===== src/rtl/sdram_cmd_timer.sv =====
// SDRAM command-spacing timer with a free-running refresh-interval
// counter and a saturating count of owed refreshes.
module sdram_cmd_timer #(
  parameter int CNT_BITS  = 8,
  parameter int REFI_BITS = 12,
  parameter int T_RCD     = 2,
  parameter int T_CL      = 2,
  parameter int T_WR      = 2,
  parameter int T_RP      = 2,
  parameter int T_RFC     = 7,
  parameter int T_MRD     = 2,
  parameter int T_REFI    = 780,
  parameter int MAX_PEND  = 8
) (
  input  logic                clk,
  input  logic                rst,
  input  logic                cmd_valid,
  input  logic [2:0]          cmd_code,
  output logic                cmd_ready,
  output logic                cmd_err,
  output logic [CNT_BITS-1:0] busy_cnt,
  output logic                ref_req,
  output logic [3:0]          ref_pending,
  output logic                ref_overflow
);

  typedef enum logic {
    S_IDLE,
    S_WAIT
  } state_t;

  localparam logic [REFI_BITS-1:0] REFI_LD =
    REFI_BITS'(T_REFI - 1);
  localparam logic [3:0] PEND_MAX = 4'(MAX_PEND);

  state_t              state_q, state_d;
  logic [CNT_BITS-1:0] busy_q, busy_d;
  logic                ready_q, ready_d;
  logic                err_q, err_d;
  logic [REFI_BITS-1:0] refi_q, refi_d;
  logic [3:0]          pend_q, pend_d;
  logic                ovf_q, ovf_d;

  logic                accept;
  logic                ref_acc;
  logic                tick;
  logic [CNT_BITS-1:0] dly;

  assign accept  = cmd_valid && ready_q;
  assign ref_acc = accept && (cmd_code == 3'b101);
  assign tick    = (refi_q == '0);

  // Delay parameters wider than CNT_BITS truncate by design.
  always_comb begin
    dly = '0;
    case (cmd_code)
      3'b001:  dly = CNT_BITS'(T_RCD);
      3'b010:  dly = CNT_BITS'(T_CL);
      3'b011:  dly = CNT_BITS'(T_WR);
      3'b100:  dly = CNT_BITS'(T_RP);
      3'b101:  dly = CNT_BITS'(T_RFC);
      3'b110:  dly = CNT_BITS'(T_MRD);
      default: dly = '0;
    endcase
  end

  always_comb begin
    state_d = state_q;
    busy_d  = busy_q;
    ready_d = ready_q;
    err_d   = accept && (cmd_code == 3'b111);
    unique case (state_q)
      S_IDLE: begin
        if (accept && (dly != '0)) begin
          busy_d  = dly;
          ready_d = 1'b0;
          state_d = S_WAIT;
        end
      end
      S_WAIT: begin
        busy_d = busy_q - 1'b1;
        if (busy_q == CNT_BITS'(1)) begin
          ready_d = 1'b1;
          state_d = S_IDLE;
        end
      end
      default: begin
        busy_d  = '0;
        ready_d = 1'b1;
        state_d = S_IDLE;
      end
    endcase
  end

  always_comb begin
    refi_d = tick ? REFI_LD : refi_q - 1'b1;
    pend_d = pend_q;
    ovf_d  = 1'b0;
    // A tick and an accepted REF cancel, even when saturated.
    if (tick && !ref_acc) begin
      if (pend_q == PEND_MAX) begin
        ovf_d = 1'b1;
      end else begin
        pend_d = pend_q + 1'b1;
      end
    end else if (ref_acc && !tick) begin
      if (pend_q != '0) begin
        pend_d = pend_q - 1'b1;
      end
    end
  end

  always_ff @(posedge clk or negedge rst) begin
    if (!rst) begin
      state_q <= S_IDLE;
      busy_q  <= '0;
      ready_q <= 1'b1;
      err_q   <= 1'b0;
      refi_q  <= REFI_LD;
      pend_q  <= '0;
      ovf_q   <= 1'b0;
    end else begin
      state_q <= state_d;
      busy_q  <= busy_d;
      ready_q <= ready_d;
      err_q   <= err_d;
      refi_q  <= refi_d;
      pend_q  <= pend_d;
      ovf_q   <= ovf_d;
    end
  end

  assign cmd_ready    = ready_q;
  assign cmd_err      = err_q;
  assign busy_cnt     = busy_q;
  assign ref_pending  = pend_q;
  assign ref_req      = (pend_q != '0);
  assign ref_overflow = ovf_q;

endmodule


===== config.mk =====
export PLATFORM = sky130hd
export DESIGN_NAME = sdram_cmd_timer
export DESIGN_NICKNAME = d
export VERILOG_FILES = /design/src/rtl/sdram_cmd_timer.sv
export SDC_FILE = /design/constraint.sdc
export NUM_CORES = 1
export LEC_CHECK = 0
export BUFFER_PORTS_ARGS = -buffer_cell sky130_fd_sc_hd__buf_2
export CAP_MARGIN = 5
export CORE_UTILIZATION = 55
export CTS_CLUSTER_DIAMETER = 80
export DETAILED_ROUTE_END_ITERATION = 16
export HOLD_SLACK_MARGIN = 0.08
export PLACE_DENSITY_LB_ADDON = 0.2
export REMOVE_ABC_BUFFERS = 1
export SYNTH_ARGS = -nofsm -noshare
export SYNTH_HDL_FRONTEND = slang
export SYNTH_SLANG_ARGS = --single-unit

===== constraint.sdc =====
create_clock -name clk -period 2.8 [get_ports clk]
set_input_delay 0.84 -clock clk [delete_from_list [all_inputs] [get_ports clk]]
set_output_delay 0.84 -clock clk [all_outputs]
set_load 0.01 [all_outputs]

* Yosys cells after proc, flatten, opt, wreduce, memory -nomap -nowiden *
Index checks and enable logic that the tools add are counted.

storage, ports and cells
  word-level logic and storage cells = 56
  input bits = 6
  output and inout bits = 16
  bits in registers = 28

cells by class
  bitwise logic cells = 1
  eq/ne operators = 12
  reductions and logical operators = 16
  add/subtract/negate cells = 4
  muxes and demuxes = 16

operator list
  operator               count
  $mux 4                 4
  $pmux 8 s2             1
  $eq 3x3->1 const B     4
  $logic_not 12->1       1
  $mux 12                1
  $sub 12x1->12 const B  1
  $eq 8x1->1 const B     1
  $mux 8                 1
  $reduce_bool 8->1      1
  $sub 8x1->8 const B    1
  $eq 3x2->1 const B     2
  $logic_and 1x1->1      6
  $mux 1                 6
  $pmux 3 s2             1
  $reduce_or 5->1        1
  $add 4x1->4 const B    1
  $eq 4x4->1 const B     1
  $ne 2x2->1 const B     2
  $pmux 1 s2             2
  $reduce_bool 2->1      2
  $reduce_bool 4->1      1
  $sub 4x1->4 const B    1
  $eq 3x1->1 const B     1
  $reduce_and 3->1       1
  4 further kinds        5

* Longest topological paths before layout *
  depth in word-level cells = 7
  gate-level depth with buffers = 12
  depth with buffers taken out = 11

* Least setup slack after synthesis *
Ideal clock, no wire load.

  path type = in2reg
  start point = input port cmd_valid
  end point = register pend_q[3] (netlist: ref_pending[3])
  setup slack = 0.255 ns
  arrival time = 2.406 ns
  path buffers = 0
  library setup time = 0.139 ns
  stages on the path = 9
  required time = 2.661 ns
  cell sequence = nand2_1 or3_1 nand2_1 ha_1 a21o_1 a21oi_1 nand3_1 o311ai_0 o21ai_0

between the ends
  cells in the longest elaborated chain, start to end = 6
  elaborated cells between the ends (all ways) = 10
  those cells by class = eq/ne: 1; mux: 1; reduce/logical: 8

RTL lines
  what                                                              line  text
  from (decl)                                                       17    input logic cmd_valid,
  $logic_and 1x1->1 (*)                                             49    assign accept = cmd_valid && ready_q;
  $logic_and 1x1->1 (*)                                             50    assign ref_acc = accept && (cmd_code == 3'b101);
  $logic_not 1->1                                                   100   if (tick && !ref_acc) begin
  $logic_and 1x1->1                                                 100
  $ne 2x2->1 (no source line) or $reduce_bool 2->1 (tied branches)  -
  $reduce_and 3->1 (no source line)                                 -
  to (signal assigned)                                              128   pend_q <= pend_d;
  to (decl)                                                         41    logic [3:0] pend_q, pend_d;

Mark *: on every way between the ends. The rest lies on a longest branch, timed or not.
A chain may end at the register's enable or synchronous reset.

* Worst setup path in the final report *
  start point = register refi_q[0]
  end point = register pend_q[3] (netlist: ref_pending[3])

between the ends
  cells in the longest elaborated chain, start to end = 5
  elaborated cells between the ends (all ways) = 9
  those cells by class = eq/ne: 1; mux: 1; reduce/logical: 7

RTL lines
  what                                line  text
  from (decl)                         40    logic [REFI_BITS-1:0] refi_q, refi_d;
  from (signal assigned)              127   refi_q <= refi_d;
  $logic_not 12->1 (*)                51    assign tick = (refi_q == '0);
  $logic_not 1->1                     106   end else if (ref_acc && !tick) begin
  $logic_and 1x1->1                   106
  $reduce_bool 2->1 (no source line)  -
  $reduce_and 3->1 (no source line)   -

Marks and branches as above.

==> results.py <==
metrics = {
    "timing": {
        "maxSlewViolCount": 0,
        "max_freq_ghz": 0.3985,
        "skew_ps": 7.923,
        "finalSetupViolations": 0,
        "setup_ws_ps": 290.9,
        "fin_tns_setup_ps": 0,
        "hold_viol": 0,
        "max_slew.worst_pin.slew_ps": 600.2,
        "period_needed_ps": 2509,
        "slew_headroom_pct": 59.99,
        "fin_crit_sh_pct": 89.61,
        "rsz0062_at_grt": "false",
    },
    "setup_path": {
        "regToRegSetupSlack_ps": 290,
        "crit_chain": "inv_1 -> ha_1 -> nor3b_4 -> and3_1 -> nand2_1 -> ha_1 -> a21o_1 -> a21oi_1 -> nand3_1 -> o311ai_0 -> o21ai_0",
        "worstPathArrival_ps": 2720,
        "critical_path_required_ps": 3010,
        "cpPeakStageDelay_ps": 410,
        "worst-path-stages": 11,
        "critical_path_class": "flop to flop",
        "path_buf_inv": 1,
        "cp-end-kind": "flop",
        "cp_top_family": "simple AND/OR/NAND/NOR gates",
        "worst_path_max_delay_cell": "dfstp_2",
        "critPathMostFrequentCell": "ha_1",
        "crit_path_start_kind": "flop",
        "critical_path.max_fanout": 6,
        "r2r_cells": 11,
    },
    "pwr": {
        "power_density_mw_per_mm2": 374.3,
        "leakage_nw": 0.7083,
        "power_uw": 615.4,
        "ir_worst_vdd_uv": 286.0,
    },
    "cells_and_area": {
        "fin_cells": 199,
        "final_core_util_pct": 66.36,
        "drive_gt1_share_pct": 24.85,
        "nets": 182,
        "syn_to_final_growth_pct": 14.06,
        "insertedDiodeCount": 0,
    },
    "floorplan": {
        "initial_utilization_pct": 58.18,
        "die_width_um": 53.19,
        "die_area_mm2": 0.002829,
        "core_area_mm2": 0.002477,
        "ios": 22,
        "rows": 18,
        "die_h_um": 53.19,
    },
    "yosys": {
        "synthXorXnorAreaFrac_pct": 4.861,
        "synth_edf_count": 0,
        "syn-instance-count": 143,
        "netlist_area_mm2": 0.001441,
        "ys_async_sr_fraction_pct": 100.0,
        "synth_fa_ha_area_share_pct": 5.729,
        "yosysSeqAreaShare_pct": 49.13,
        "avgSynthCellArea_um2": 10.08,
        "yosys_most_used_dff": "dfrtp_1",
        "synth_compound_area_share_pct": 13.02,
        "synth_top_family_by_area": "simple AND/OR/NAND/NOR gates",
        "yosys_register_bits": 28,
        "yosysWarnings": 0,
        "synth_cell_type_count": 40,
        "synth_simple_gate_area_share_pct": 24.39,
        "synth_mux_area_share_pct": 0.6944,
    },
    "placed_design": {
        "place_hpwl_um": 2029,
        "pre_cts_ws_ps": 33.01,
        "dp.cells": 195,
        "gp_congestion": 0.8310,
        "portBuffers": 21,
    },
    "worst_hold_path": {
        "worstHoldPathType": "flop to flop",
        "hold_path_depth": 1,
    },
    "route": {
        "drcViolationCount": 0,
        "ant_nets": 0,
        "vias_per_cell": 5.693,
        "drt-pass1-iter-count": 4,
        "num_vias": 1133,
        "wl_per_cell_um": 14.02,
        "drtIter0Drc": 20,
        "totalWireLength_um": 2789,
    },
    "global_routing": {
        "grt_pass1_wl_um": 4388,
        "first_global_vias": 1003,
        "grt_max_degree": 29,
        "grt_usage_pct": 21.54,
        "gr-total-overflow": 0,
        "antenna_found_initial": 0,
    },
    "clocking": {
        "cts-buffers-inserted": 3,
        "post_cts_buffers": 0,
        "cts.clk_slew.worst_paths_ps": 150,
        "htree_num_levels": 1,
        "cts_root_buf": "clkbuf_4",
        "ctsLongestPathBuffers": 2,
        "cts_tree": "built",
        "clk-insertion-delay-late_ps": 330,
        "postCtsHoldBufs": 0,
        "cts.sinks": 28,
    },
    "outcome": {
        "status": "finished clean",
    },
    "flow_run": {
        "drv_cap": 0,
    },
}
[path summary, 6_finish.rpt]
path,to,start
max in group asynchronous,refi_q[10],rst
hold reg to reg,refi_q[0],refi_q[0]
min in group asynchronous,busy_cnt[2],rst
setup / recovery,ref_pending[3],refi_q[0]
setup reg to reg,ref_pending[3],refi_q[0]
hold / removal,refi_q[0],refi_q[0]
[worst reg2reg max path: cells and delay by family (launching register included)]
family / cells / cell delay (ps)
AO/OA/AOI/OAI: 4 / 700
adder cells (fa/ha/maj): 2 / 470
buffers and inverters: 1 / 50
AND/OR/NAND/NOR: 4 / 760
flip-flops: 1 / 410
[through the flow]
| step | cell area (µm²) | hold WS [ps] |
|---|---|---|
| final | 1644 | 485.4 |
| after global routing | 1644 | 496.4 |
| after CTS | 1638 | 487.5 |
| after detailed placement | 1602 | 454.8 |
| after global placement | 1602 | 446.5 |
| after floorplan | 1429 | 435.6 |
[registers in the layout, summed over array words and instances, names as in the netlist]
register,count
cmd_ready,1
busy_cnt,8
ref_pending,4
ref_overflow,1
refi_q,12
cmd_err,1
state_q,1
[area by class of cell]
| class | count | area [µm²] |
|---|---|---|
| flip-flops and latches | 28 | 708.2 |
| well taps | 30 | 37.54 |
| fillers | 210 | 833.3 |
| repair buffers | 25 | 135.1 |
| multi-input cells | 107 | 708.2 |
| clock buffers | 4 | 36.28 |
| inverters | 5 | 18.77 |
[power breakdown]
part / switching (mW) / internal (mW) / leakage, nW
Combinational: 0.0111 / 0.00322 / 0.375
Clock: 0.117 / 0.0796 / 0.0210
Sequential: 0 / 0.405 / 0.312
[cell usage after synthesis (3+ instances only)]
master	number	area (µm²)
a21o_1	3	22.52
a21oi_1	6	30.03
dfrtp_1	22	550.5
dfstp_2	6	157.7
ha_1	5	62.56
inv_1	5	18.77
nand2_1	10	37.54
nand2b_1	4	25.02
nand3_1	13	65.06
nor2_1	12	45.04
nor3_1	7	35.03
o21ai_0	7	35.03
or3_1	4	25.02
xnor2_1	6	52.55
[cells by family (layout without fill, tap and decap cells)]
family,count (synthesis),count (layout)
compound gates,28,28
flops,28,28
fa+ha+maj,6,6
xor+xnor,8,8
simple gates,64,64
mux,1,1
buf+inv,8,34
[cells in the final DEF, fill, tap and decap left out, types with 3 or more instances in the layout]
master,Yosys,layout
dfrtp_1,22,22
buf_2,1,21
nand3_1,13,13
nor2_1,12,12
nand2_1,10,10
o21ai_0,7,7
nor3_1,7,7
xnor2_1,6,6
a21oi_1,6,6
dfstp_2,6,6
inv_1,5,5
ha_1,5,5
or3_1,4,4
nand2b_1,4,4
buf_4,0,4
a21o_1,3,3
clkbuf_4,0,3
[what timing repair did]
action,4_1_cts,5_1_grt
gates resized for setup,0,1
setup endpoints to repair,0,1
hold endpoints to repair,0,0
[layer usage]
layer / global-route usage (%) / vias to the layer above / share of wire (%)
met3: 2.586 / 4 / 3.1
met2: 32.28 / 24 / 46
met5: 0 / - / 0
met1: 31.63 / 532 / 50
li1: - / 573 / -
met4: 7.895 / 0 / 1.1
Note: power is estimated with default switching activity, not from simulation.
